==> config.mk <==
export PLATFORM = sky130hd
export DESIGN_NAME = mult_pipe
export DESIGN_NICKNAME = d
export VERILOG_FILES = /design/src/rtl/mult_pipe.sv
export SDC_FILE = /design/constraint.sdc
export NUM_CORES = 2
export LEC_CHECK = 0
export ABC_AREA = 1
export ABC_CLOCK_PERIOD_IN_PS = 8810
export CAP_MARGIN = 20
export CORE_MARGIN = 1
export CORE_UTILIZATION = 50
export DETAILED_ROUTE_END_ITERATION = 8
export PLACE_DENSITY = 0.77
export SLEW_MARGIN = 20
export SYNTH_ARGS = -nofsm -noshare
export SYNTH_HDL_FRONTEND = slang
export SYNTH_SLANG_ARGS = --single-unit
==> constraint.sdc <==
create_clock -name clock -period 8.81 [get_ports clock]
set_clock_uncertainty 0.2 [all_clocks]
set_input_delay 1.762 -clock clock [delete_from_list [all_inputs] [get_ports clock]]
set_output_delay 1.762 -clock clock [all_outputs]
set_load 0.03 [all_outputs]
==> src/rtl/mult_pipe.sv <==
// Pipelined RV32M multiplier (MUL/MULH/MULHSU/MULHU) feeding one execute-result FIFO lane.
// Latency: NUM_STAGES cycles from the start edge to the registered done/ex_packet_out.
// Backpressure: none; one issue per cycle, and the downstream lane always absorbs a packet.

`ifndef XLEN
`define XLEN 32
`endif

package mult_pipe_pkg;
  localparam int XLEN = `XLEN;

  typedef struct packed {
    logic [XLEN-1:0] NPC;
    logic [XLEN-1:0] alu_result;
    logic            take_branch;
    logic [4:0]      dest_reg_idx;
    logic            halt;
    logic            illegal;
    logic            csr_op;
    logic            rd_mem;
    logic            wr_mem;
    logic [2:0]      mem_size;
    logic            is_ZEROREG;
    logic            valid;
  } EX_PACKET;

  localparam logic [1:0] FUNC_MUL    = 2'd0;
  localparam logic [1:0] FUNC_MULH   = 2'd1;
  localparam logic [1:0] FUNC_MULHSU = 2'd2;
  localparam logic [1:0] FUNC_MULHU  = 2'd3;
endpackage

module mult_pipe #(
  parameter int NUM_STAGES = 4,
  parameter int XLEN       = `XLEN
) (
  input  logic                      clock,
  input  logic                      reset,
  input  logic                      start,
  input  logic [XLEN-1:0]           rs1_value,
  input  logic [XLEN-1:0]           rs2_value,
  input  logic [1:0]                func,
  input  mult_pipe_pkg::EX_PACKET   ex_in,
  input  logic                      flush,
  output mult_pipe_pkg::EX_PACKET   ex_packet_out,
  output logic                      done
);

  // Multiplier bits consumed per stage; NUM_STAGES must divide XLEN.
  localparam int CW = XLEN / NUM_STAGES;
  localparam int DW = 2 * XLEN;

  // Empty-lane encoding expected by the result FIFO.
  localparam mult_pipe_pkg::EX_PACKET IDLE_PKT = '{is_ZEROREG: 1'b1, default: '0};

  typedef struct packed {
    logic                    vld;
    logic [1:0]              func;
    logic [DW-1:0]           mcand;
    logic [DW-1:0]           mplier;
    logic [DW-1:0]           sum;
    mult_pipe_pkg::EX_PACKET pkt;
  } stage_t;

  stage_t                  issue;
  stage_t                  stg_q [NUM_STAGES];
  stage_t                  stg_d [NUM_STAGES];
  mult_pipe_pkg::EX_PACKET result_pkt;
  logic                    rs1_signed;
  logic                    rs2_signed;

  // Extend both operands to 2*XLEN so every op reduces to one modular product.
  always_comb begin
    rs1_signed   = (func != mult_pipe_pkg::FUNC_MULHU);
    rs2_signed   = ~func[1];
    issue        = '0;
    issue.vld    = start;
    issue.func   = func;
    issue.mcand  = {{XLEN{rs1_signed & rs1_value[XLEN-1]}}, rs1_value};
    issue.mplier = {{XLEN{rs2_signed & rs2_value[XLEN-1]}}, rs2_value};
    issue.pkt    = ex_in;
  end

  // Each stage adds one shifted partial product; the last stage takes every
  // remaining multiplier bit so the sign extension lands in the modular sum.
  always_comb begin
    stage_t        src;
    logic [DW-1:0] chunk;
    src   = '0;
    chunk = '0;
    for (int k = 0; k < NUM_STAGES; k++) begin
      stg_d[k] = '0;
      src = (k == 0) ? issue : stg_q[(k > 0) ? k - 1 : 0];
      if (k == NUM_STAGES - 1) begin
        chunk = src.mplier;
      end else begin
        chunk = DW'(src.mplier[CW-1:0]);
      end
      stg_d[k]        = src;
      stg_d[k].vld    = src.vld & ~flush;
      stg_d[k].mplier = src.mplier >> CW;
      stg_d[k].sum    = src.sum + ((src.mcand * chunk) << (k * CW));
    end
  end

  // Pick the low or high product half and format the outgoing packet.
  always_comb begin
    result_pkt             = stg_q[NUM_STAGES-1].pkt;
    result_pkt.alu_result  = (stg_q[NUM_STAGES-1].func == mult_pipe_pkg::FUNC_MUL) ?
                             stg_q[NUM_STAGES-1].sum[XLEN-1:0] :
                             stg_q[NUM_STAGES-1].sum[DW-1:XLEN];
    result_pkt.valid       = 1'b1;
    result_pkt.take_branch = 1'b0;
  end

  // Stage and output registers; flush squashes the op leaving the last stage too,
  // but a packet already on the output is left alone for this cycle.
  always_ff @(posedge clock or negedge reset) begin
    if (!reset) begin
      for (int k = 0; k < NUM_STAGES; k++) begin
        stg_q[k] <= '0;
      end
      done          <= 1'b0;
      ex_packet_out <= IDLE_PKT;
    end else begin
      stg_q <= stg_d;
      if (stg_q[NUM_STAGES-1].vld && !flush) begin
        done          <= 1'b1;
        ex_packet_out <= result_pkt;
      end else begin
        done          <= 1'b0;
        ex_packet_out <= IDLE_PKT;
      end
    end
  end

endmodule

==> results.cfg <==
[final_layout]
syn2layout_area_growth_pct = 9.64
seqCellArea_mm2 = 0.0165
finalNonFillerCells = 10800
layout-drive-gt1-share_pct = 5.34
multiInputGateArea_mm2 = 0.0478
n_fill_cell = 13000
final_nets = 10600

[placed_design]
post-dp-hpwl_mm = 176
dp_cells = 10600
pre_cts_slack_ns = -0.00598
gp_congestion = 0.996
buffer_ports.inserted = 195

[floorplanning]
start_util_pct = 50.5
rows = 140
dieArea_mm2 = 0.149
die_x_um = 386
ios = 231
coreArea_mm2 = 0.146
die_y_um = 386

[critical_path]
cp-start-kind = register
critPathArrivalTime_ns = 8.88
cpMostUsedCell = fa_1
crit_type = reg -> reg
crit_required_ns = 9.20
critical-path-max-stage-delay_ns = 0.60
cp_max_fo = 21
worst_path_max_delay_cell = fa_1
end_kind = register

[job]
max_cap_violations = 0

[sta]
hold_slack_ns = 0.125
tightest_slew_ns = 1.19
setup_viol = 0
fin_tns_setup_ns = 0
period_minus_slack_ns = 8.50
finalHoldViolCount = 0
fmax_ghz = 0.118
setup_ws_ns = 0.314
fin_crit_sh_pct = 96.4
slew_viol_final = 0
relSlewSlack_pct = 20.5

[drt]
via_count = 55500
drt_iter0_markers = 3748
first_pass_iters = 6
vias_per_cell = 5.16
wl_per_cell_um = 19.1
remaining_drc_errors = 0
drt-total-wl_mm = 206
ant_nets = 0

[grt]
grt_use_total_pct = 28.3
gr-total-overflow = 0
antenna_found_initial = 4
grt_max_degree = 203
grt_pass1_wl_mm = 323
grt_pass1_vias = 59100

[synth]
synth_top_cell_area_share_pct = 31.4
syn_area_mm2 = 0.0737
ys_seq_elements = 659
syn_area_per_cell_um2 = 8.51
synth.net_count = 10400
ys_top_cells_by_area = fa_1 31%, dfrtp_1 22%, inv_1 12%
synth_edf_count = 0
yosys_warnings = 0
seq_area_frac_synth_pct = 22.4
ys_dominant_reg_cell = dfrtp_1
synthArstFlopShare_pct = 100
syn_inst = 8657
yosysTopAreaCell = fa_1
yosys.cell_types.count = 64

[clocking]
cts_buffers = 70
clk_pin_slew_worst_paths_ns = 0.07
cts_tree = yes
ctsHtreeMaxLevel = 3
cts.sink_count = 659
clock-root-buffer = clkbuf_16
worst_skew_pair.late_latency_ns = 0.69
cts_hold_buf = 0
clockBufferDepth = 3

[run_status]
run_status = complete, no violations

[min_path]
hold_path_class = reg -> reg
registers in the layout, summed over array words and instances (netlist names):
name	flops
done	1
ex_packet_out	78
result_pkt	46
stg_d	270
stg_q	264
what timing repair did:
item	CTS	global route
hold endpoints to repair	0	0
gates resized for setup	3	93
buffers inserted	1	4
pin swaps	1	16
endpoints found under the setup margin	1	9
critical path: cells and delay by family (launching register included):
family	cells	cell delay [ns]
DFF	1	0.40
adders and majority gates	10	4.86
buffers and inverters	10	1.06
xor gates and xnor gates	1	0.15
and+or+nand+nor	13	1.41
AOI/OAI and AO/OA	2	0.30
cell usage in the layout, fill, tap and decap left out, types with 8 or more instances in the layout:
master / count
a21boi_0: 12
a21o_1: 58
a21oi_1: 293
a21oi_2: 29
a221oi_1: 10
a31oi_1: 76
and3_1: 8
buf_4: 126
clkbuf_1: 14
clkbuf_16: 71
clkbuf_8: 13
clkdlybuf4s50_1: 193
dfrtp_1: 653
fa_1: 1141
fa_2: 14
ha_1: 478
inv_1: 2245
inv_2: 31
nand2_1: 1861
nand2_2: 27
nand3_1: 153
nand3_2: 12
nand4_1: 35
nor2_1: 482
nor2_2: 21
nor3_1: 35
nor3_2: 11
nor4_1: 14
o211ai_1: 14
o21a_1: 11
o21ai_0: 225
o21ai_1: 24
o21ai_2: 17
o21bai_1: 27
xnor2_1: 85
xor2_1: 192
per-layer routing:
| metal | vias up | part of all wire (%) | wire (um) | GRT usage, % |
|---|---|---|---|---|
| met3 | 373 | 5.2 | 10700 | 3.17 |
| met2 | 1713 | 50 | 102000 | 49.2 |
| li1 | 25700 | - | - | - |
| met4 | 0 | 4.6 | 9520 | 11.6 |
| met5 | - | 0 | 0 | 0 |
| met1 | 27700 | 41 | 83300 | 35.9 |
area by class of cell:
cell class	count	area share (%)
Multi-Input combinational cell	5447	59.1
Sequential cell	659	20.4
Inverter	2276	10.6
Timing Repair Buffer	330	3.81
Tap cell	1917	2.97
Clock buffer	98	2.49
Clock inverter	30	0.603
Antenna cell	1	0.00310
kinds of logic after synthesis:
kind of cell / count (synthesis) / share of synthesized area (%)
flip-flops: 659 / 22.4
AO/OA/AOI/OAI: 840 / 6.83
other: 1 / 0.00509
buffers and inverters: 2551 / 13.2
XOR/XNOR: 280 / 3.33
AND/OR/NAND/NOR: 2685 / 14.6
adder cells (fa/ha/maj): 1641 / 39.6
cell usage after synthesis, types with 19 or more instances:
| master | n |
|---|---|
| a31oi_1 | 78 |
| xor2_1 | 195 |
| o21ai_0 | 229 |
| nor2_1 | 490 |
| dfrtp_1 | 658 |
| xnor2_1 | 85 |
| a21oi_1 | 303 |
| nor3_1 | 39 |
| ha_1 | 486 |
| a21oi_2 | 19 |
| nand4_1 | 35 |
| clkbuf_2 | 79 |
| a21o_1 | 58 |
| nand2_1 | 1876 |
| o21bai_1 | 27 |
| o21ai_1 | 20 |
| nand3_1 | 154 |
| clkbuf_1 | 180 |
| inv_1 | 2263 |
| fa_1 | 1155 |
path summary, 6_finish.rpt:
kind | start | end | slack, ns | cells after the start
max | stg_d[144] | stg_q[143] | 0.31 | 36
min | stg_q[369] | stg_q[94] | 0.12 | 0
max reg2reg | stg_d[144] | stg_q[143] | 0.31 | 36
min reg2reg | stg_q[369] | stg_q[94] | 0.12 | 0
max in group asynchronous | reset | stg_d[611] | 5.98 | 3
min in group asynchronous | reset | stg_d[767] | 0.93 | 1
stage by stage:
stage / cell area (um2) / util (%)
after global routing: 80800 / 55.4
after floorplan: 73700 / -
final: 80800 / 55.4
after CTS: 80400 / 55.1
after global placement: 77900 / 53.4
after detailed placement: 77900 / 53.4
Power is not shown: default switching activity piles up to over one toggle a cycle in this logic, so the estimate is an artifact.
